--- config.mk ---
export PLATFORM = sky130hd
export DESIGN_NAME = seq_divider
export DESIGN_NICKNAME = d
export VERILOG_FILES = /design/src/rtl/alu_pkg.sv /design/src/rtl/seq_divider_div_step.sv /design/src/rtl/seq_divider.sv
export SDC_FILE = /design/constraint.sdc
export NUM_CORES = 1
export LEC_CHECK = 0
export ABC_AREA = 1
export ABC_CLOCK_PERIOD_IN_PS = 2710
export CORE_ASPECT_RATIO = 1.5
export CORE_UTILIZATION = 30
export DETAILED_ROUTE_END_ITERATION = 6
export SLEW_MARGIN = 20
export SYNTH_ARGS = -nofsm -noshare
export SYNTH_HDL_FRONTEND = slang
export SYNTH_SLANG_ARGS = --single-unit
--- constraint.sdc ---
create_clock -name clk -period 2.71 [get_ports clk]
set_clock_uncertainty 0.2 [all_clocks]
set_input_delay 0.4065 -clock clk [delete_from_list [all_inputs] [get_ports clk]]
set_output_delay 0.4065 -clock clk [all_outputs]
set_load 0.02 [all_outputs]
--- src/rtl/alu_pkg.sv ---
/*------------------------------------------------------------------
 * alu_pkg : shared op-codes, error codes and divider state encoding
 * Rev 1.0
 *----------------------------------------------------------------*/
`default_nettype none

package alu_pkg;

  localparam int DEF_WIDTH = 16;
  localparam int DEF_OUT_W = 32;

  localparam logic [2:0] OP_ADD = 3'd0;
  localparam logic [2:0] OP_SUB = 3'd1;
  localparam logic [2:0] OP_MUL = 3'd2;
  localparam logic [2:0] OP_DIV = 3'd3;
  localparam logic [2:0] OP_MOD = 3'd4;

  // Divide-by-zero lives in bit 1 of the breadboard err_code.
  localparam logic [1:0] ERR_NONE = 2'b00;
  localparam logic [1:0] ERR_DIV0 = 2'b10;

  typedef enum logic [1:0] {
    IDLE = 2'd0,
    CALC = 2'd1,
    FIX  = 2'd2,
    DONE = 2'd3
  } div_state_e;

endpackage

`default_nettype wire

--- src/rtl/seq_divider_div_step.sv ---
/*------------------------------------------------------------------
 * div_step : one combinational restoring-division iteration
 * Rev 1.0
 *----------------------------------------------------------------*/
`default_nettype none

module div_step #(
  parameter int WIDTH = 16
) (
  input  logic [WIDTH:0] rem_i,
  input  logic           bit_i,
  input  logic [WIDTH:0] dvs_i,
  output logic [WIDTH:0] rem_o,
  output logic           q_o
);

  logic [WIDTH+1:0] shifted;
  logic [WIDTH+1:0] diff;

  assign shifted = {rem_i, bit_i};
  assign diff    = shifted - {1'b0, dvs_i};

  always_comb begin
    q_o   = 1'b0;
    rem_o = shifted[WIDTH:0];
    if (shifted >= {1'b0, dvs_i}) begin
      q_o   = 1'b1;
      rem_o = diff[WIDTH:0];
    end
  end

endmodule

`default_nettype wire

--- src/rtl/seq_divider.sv ---
/*------------------------------------------------------------------
 * seq_divider : multi-cycle signed restoring divider, valid/ready I/O
 * Rev 1.0
 *----------------------------------------------------------------*/
`default_nettype none

module seq_divider
  import alu_pkg::*;
#(
  parameter int WIDTH = DEF_WIDTH,
  parameter int OUT_W = DEF_OUT_W
) (
  input  logic             clk,
  input  logic             rst,
  input  logic             in_valid,
  output logic             in_ready,
  input  logic [WIDTH-1:0] dividend,
  input  logic [WIDTH-1:0] divisor,
  output logic             out_valid,
  input  logic             out_ready,
  output logic [OUT_W-1:0] quotient,
  output logic [OUT_W-1:0] remainder,
  output logic             err
);

  localparam int CW = (WIDTH > 1) ? $clog2(WIDTH) : 1;
  localparam logic [CW-1:0] LAST = CW'(WIDTH - 1);

  div_state_e       state_q, state_d;
  logic [CW-1:0]    count_q, count_d;
  logic [WIDTH:0]   rem_q, rem_d;
  logic [WIDTH:0]   dvs_q, dvs_d;
  logic [WIDTH-1:0] dvd_q, dvd_d;
  logic             negq_q, negq_d;
  logic             negr_q, negr_d;
  logic [OUT_W-1:0] quo_q, quo_d;
  logic [OUT_W-1:0] rmd_q, rmd_d;
  logic             err_q, err_d;

  logic [WIDTH-1:0] dvd_mag, dvs_mag;
  logic [WIDTH:0]   step_rem;
  logic             step_q;
  logic [OUT_W-1:0] q_mag, r_mag;

  // Unsigned W-bit magnitude still holds 2^(W-1) for the most negative input.
  assign dvd_mag = dividend[WIDTH-1] ? (~dividend + 1'b1) : dividend;
  assign dvs_mag = divisor[WIDTH-1]  ? (~divisor + 1'b1)  : divisor;
  assign q_mag   = OUT_W'(dvd_q);
  assign r_mag   = OUT_W'(rem_q);

  div_step #(.WIDTH(WIDTH)) u_step (
    .rem_i (rem_q),
    .bit_i (dvd_q[WIDTH-1]),
    .dvs_i (dvs_q),
    .rem_o (step_rem),
    .q_o   (step_q)
  );

  always_ff @(posedge clk) begin
    if (rst) begin
      state_q <= IDLE;
      count_q <= '0;
      rem_q   <= '0;
      dvs_q   <= '0;
      dvd_q   <= '0;
      negq_q  <= 1'b0;
      negr_q  <= 1'b0;
      quo_q   <= '0;
      rmd_q   <= '0;
      err_q   <= 1'b0;
    end else begin
      state_q <= state_d;
      count_q <= count_d;
      rem_q   <= rem_d;
      dvs_q   <= dvs_d;
      dvd_q   <= dvd_d;
      negq_q  <= negq_d;
      negr_q  <= negr_d;
      quo_q   <= quo_d;
      rmd_q   <= rmd_d;
      err_q   <= err_d;
    end
  end

  always_comb begin
    state_d = state_q;
    count_d = count_q;
    rem_d   = rem_q;
    dvs_d   = dvs_q;
    dvd_d   = dvd_q;
    negq_d  = negq_q;
    negr_d  = negr_q;
    quo_d   = quo_q;
    rmd_d   = rmd_q;
    err_d   = err_q;
    case (state_q)
      IDLE: begin
        if (in_valid) begin
          dvd_d   = dvd_mag;
          dvs_d   = {1'b0, dvs_mag};
          negq_d  = dividend[WIDTH-1] ^ divisor[WIDTH-1];
          negr_d  = dividend[WIDTH-1];
          count_d = '0;
          rem_d   = '0;
          if (divisor == '0) begin
            quo_d   = '0;
            rmd_d   = OUT_W'($signed(dividend));
            err_d   = ERR_DIV0[1];
            state_d = DONE;
          end else begin
            state_d = CALC;
          end
        end
      end
      CALC: begin
        // Quotient bits shift into the vacated dividend LSBs.
        rem_d   = step_rem;
        dvd_d   = {dvd_q[WIDTH-2:0], step_q};
        count_d = count_q + 1'b1;
        if (count_q == LAST) state_d = FIX;
      end
      FIX: begin
        quo_d   = negq_q ? (~q_mag + 1'b1) : q_mag;
        rmd_d   = negr_q ? (~r_mag + 1'b1) : r_mag;
        err_d   = ERR_NONE[1];
        state_d = DONE;
      end
      DONE: begin
        if (out_ready) state_d = IDLE;
      end
      default: state_d = IDLE;
    endcase
  end

  assign in_ready  = (state_q == IDLE);
  assign out_valid = (state_q == DONE);
  assign quotient  = quo_q;
  assign remainder = rmd_q;
  assign err       = err_q;

endmodule

`default_nettype wire

-- Word-level counts from Yosys, hierarchy flattened
Cells that the tools add are included.
- input bits: 36
- output and inout port bits: 67
- register bits: 122
- logic and storage cells: 64
- reduce and logical (&&, ||, !) cells: 8
- $add $sub $neg: 6
- multiplexer cells: 26
- bitwise operators: 5
- $lt $le $gt $ge: 1
- equal/unequal tests: 8
- operators with widths (operator ; number):
    $mux 32 ; 6
    $pmux 32 s2 ; 2
    $add 32x1->32 const B ; 2
    $mux 16 ; 3
    $mux 17 ; 2
    $pmux 17 s2 ; 1
    $add 16x1->16 const B ; 2
    $not 16->16 ; 2
    $not 16->32 ; 1
    $not 17->32 ; 1
    $pmux 16 s2 ; 1
    $ge 18x16->1 ; 1
    $sub 17x16->17 ; 1
    $logic_not 16->1 ; 1
    $mux 2 ; 4
    $pmux 2 s4 ; 1
    $pmux 4 s2 ; 1
    $reduce_and 3->1 ; 2
    $add 4x1->4 const B ; 1
    $eq 2x2->1 const B ; 2
    $eq 4x4->1 const B ; 1
    $mux 4 ; 1
    $ne 2x1->1 const B ; 2
    $ne 2x2->1 const B ; 2
    7 further kinds ; 11

-- Depth between registers and ports, before layout
- depth in word-level cells: 5
- depth in mapped cells: 15
- gate-level depth less buffers: 15

-- Modules after synthesis
From an unflattened synthesis, not the netlist that was laid out.
- cell total of the unflattened synthesis: 1292
- area total of the unflattened synthesis: 7957.6 um2
- modules (own cells, without submodules) (module ; area an instance (um2) ; seq. area each (um2) ; instances ; cells an instance):
    seq_divider ; 6362.4 ; 2422.3 ; 1 ; 991
    div_step ; 1595.3 ; 0.0 ; 1 ; 301

-- Worst setup path before layout
Ideal clock, no wire load.
- kind: register to register
- start: register dvd_q[15]
- end: register rem_q[4]
- period minus slack after synthesis: 2.143 ns
- slack: 0.567 ns
- stages on the path, launching flop included: 13
- required time: 2.440 ns
- library setup time: 0.070 ns
- arrival time: 1.872 ns
- buffers on the path: 1
- cell sequence: dfxtp_1 -> inv_1 -> ha_1 -> inv_1 -> fa_1 -> nand3_1 -> nand3_1 -> nand2_1 -> nand2_2 -> buf_4 -> nand2_1 -> nand3_1 -> a21oi_1
- longest elaborated chain between the ends: 3
- elaborated cells on any way between the ends: 4
- those cells by class: add/sub (1); order compare (1); mux (2)
- RTL lines (item ; RTL line ; text):
    start: declaration ; seq_divider.sv:33 ; logic [WIDTH-1:0] dvd_q, dvd_d;
    start signal: assignment ; seq_divider.sv:76 ; dvd_q <= dvd_d;
    $sub 17x16->17 / $ge 18x16->1 (equally long branches) ; seq_divider_div_step.sv:21, seq_divider_div_step.sv:26 ;
    $mux 17 * ; seq_divider_div_step.sv:26 ; if (shifted >= {1'b0, dvs_i}) begin
    $pmux 17 s2 * ; seq_divider.sv:96 ; case (state_q)
    end signal: assignment ; seq_divider.sv:74 ; rem_q <= rem_d;
    end: declaration ; seq_divider.sv:31 ; logic [WIDTH:0] rem_q, rem_d;
Mark *: on every way between the ends. The rest lies on a longest branch, timed or not.
A chain may end at the register's enable or synchronous reset.

-- Worst setup path after layout
- start: register rem_q[10]
- end: register rem_q[16]
- longest elaborated chain between the ends: 3
- elaborated cells on any way between the ends: 4
- those cells by class: add/sub (1); order compare (1); mux (2)
- RTL lines (item ; RTL line):
    $sub 17x16->17 / $ge 18x16->1 (equally long branches) ; seq_divider_div_step.sv:21, seq_divider_div_step.sv:26
    $mux 17 * ; seq_divider_div_step.sv:26
    $pmux 17 s2 * ; seq_divider.sv:96
Marked as above.

==> flow_summary.ini <==
[clock_tree]
insertion_delay_ns = 0.43
numCtsBuffers = 17
clk_pin_slew_ns = 0.07
cts-htree-levels = 4
cts_tree = built
clock_sinks = 121
cts_root_buf = clkbuf_16
cts.path.max_buffers = 2
postCtsSetupBuffers = 0

[placed_design]
place_inst = 1622
io_buffers = 102
place_congestion = 0.8867
dp_hpwl_mm = 18.92

[sta]
timing.final.hold_violations = 0
fmax_mhz = 412.3
period_share_pct = 89.50
slew_viol_final = 0
setup_viol = 0
fin_tns_setup_ns = 0
rsz0062_at_grt = no
post-route-min-period_ns = 2.425
worstMarginPinSlew_ns = 0.8517
relSlewSlack_pct = 43.22

[min_path]
hp-start = remainder[1]
hp-class = reg -> reg

[grt]
track_usage_pct = 19.94
grt.overflow.total = 0
antenna_found_initial = 0
grt_max_degree = 77
grt_pass1_vias = 7523
grt_pass1_wl_mm = 38.98

[drt]
initialDrtViolationCount = 479
via_per_inst = 4.803
post_drt_wl_per_cell_um = 14.88
top_layer_used = met4
vias = 7944
wl_met1_mm = 9.800
antenna_left = 0
wl_mm = 24.62
drtPass1Iterations = 6
drc = 0
met2_length_mm = 12.69
wl_met3_um = 861

[yosys]
syn_inst = 1211
synth_edf_count = 0
synth.area.top_cells = dfxtp_1 32%, nand2_1 16%, a21oi_1 8.1%, inv_1 7.7%, nand3_1 7.5%
synth.avg_cell_area_um2 = 6.191
syn_nets = 1274
yosys.area.top_type = dfxtp_1
ys_types = 40
synth_seq_area_share_pct = 32.31
synth_top_area_share_pct = 32.31
async_reset_ff_share_pct = 0
synth_ff_type = dfxtp_1
ys_ff_latch = 121
netlist_area_mm2 = 0.007497
synth_warnings = 0

[worst_setup_path]
crit_arrival_ns = 2.59
crit_start = rem_q[10]
worstPathMaxFanout = 17
end_kind = flop
timing.rr.start = rem_q[10]
worstSetupStartpointType = flop
cp.required_ns = 2.87
path_class = reg -> reg

[cells_and_area]
fillers = 2594
nNetsFinal = 1380
syn_to_final_growth_pct = 27.89
diodes = 0
layout-drive-gt1-share_pct = 6.391
stdcell_count = 1654

[die]
ios = 103
start_util_pct = 30.68
core_region_area_mm2 = 0.02444
rows = 70
die_y_um = 195.6
dieArea_mm2 = 0.02564
die_w_um = 131.1

[power_and_ir_drop]
power.density_mw_per_mm2 = 1314
peakVddDrop_mv = 0.6683
finalPower_mw = 12.60
p_leak_nw = 4.258

[outcome]
outcome = completed

[run]
cap_violations = 0
state kept, by name, summed over array words and instances, names as in the netlist:
name and count:
count_q 4, dvd_q 16, dvs_q 16, err 1
negq_q 1, negr_q 1, quotient 31, rem_q 17
remainder 32, state_q 2
Yosys cell counts, types with 8 or more instances:
cell / instances
nand2_1: 321
inv_1: 153
nor2_1: 130
a21oi_1: 122
dfxtp_1: 121
nand3_1: 112
o21ai_0: 65
clkbuf_1: 34
ha_1: 26
nor3_1: 26
xor2_1: 12
xnor2_1: 9
buf_2: 8
nand4_1: 8
cells in the final DEF, fill, tap and decap left out, types with 3 or more instances in the layout:
master,n
o22ai_1,3
xor2_1,12
xnor2_1,9
o21ai_0,65
ha_1,26
buf_12,3
buf_4,34
nor2_2,4
clkbuf_8,3
and2_1,3
nor3_1,26
clkinvlp_4,6
o211ai_1,5
a31oi_1,6
nand3_1,112
clkbuf_16,17
dfxtp_1,121
clkdlybuf4s50_1,101
o21ai_1,6
a21oi_1,122
nor2_1,130
nand2_1,320
nor4_1,3
inv_1,153
inv_6,3
nand4_1,8
o221ai_1,3
a211oi_1,3
path summary, 6_finish.rpt:
check | slack (ns) | to | depth (start not counted)
min reg2reg | 0.26 | remainder[1] | 2
max | 0.28 | rem_q[16] | 11
max reg2reg | 0.28 | rem_q[16] | 11
min | 0.26 | remainder[1] | 2
power by group:
group / leakage [nW] / total, mW / switching [mW] / internal [mW]
registers: 0.984 / 2.58 / 0.398 / 2.19
clock network: 0.268 / 2.23 / 0.891 / 1.34
logic: 3.01 / 7.78 / 5.00 / 2.78
what timing repair did:
action | 4_1_cts | 5_1_grt
resized for setup | 0 | 1
hold buffers | 0 | 0
setup endpoints to repair | 0 | 4
stage by stage:
step                cell area, µm²  worst slack (ns)  util, %  hold WS (ns)
floorplan                     7497            0.5674        -        0.2413
global placement              9001            0.1605    36.84        0.2539
detailed placement            9001            0.1049    36.84        0.2531
CTS                           9583            0.1980    39.22        0.2623
global route                  9588           0.03887    39.24        0.2838
finish                        9588            0.2846    39.24        0.2583
worst max-delay path: stages, from the launching register on:
cell,delay (ns)
dfxtp_1,0.39
ha_1,0.39
nand2_1,0.13
nor2_1,0.25
nand2_1,0.11
o21ai_1,0.19
nor2_2,0.08
nand2_4,0.19
nand2_2,0.15
nor2_1,0.14
nor2_1,0.05
nor2_1,0.08
cells by family (layout without fill, tap and decap cells):
family	after synthesis	count (layout)	share of synthesized area, %
AOI/OAI and AO/OA	219	219	15.50
DFF	121	121	32.31
and+or+nand+nor	615	615	34.18
xor gates and xnor gates	21	21	2.453
buffers and inverters	208	327	10.95
adders and majority gates	27	27	4.606
routing by layer:
metal,global-route usage [%],vias to the layer above
li1,-,4114
met1,21.15,3583
met2,36.04,192
met3,3.315,55
met4,11.96,0
met5,0,-
final cells by class:
cell class	count	area (µm²)	share of cell area, %
Tap cell	324	405.4	4.228
Multi-Input combinational cell	882	4262	44.45
Clock buffer	20	466.7	4.868
Clock inverter	12	115.1	1.201
Inverter	156	585.6	6.107
Timing Repair Buffer	139	1331	13.88
Sequential cell	121	2422	25.26
No activity file was read; power rests on OpenSTA's default activity.
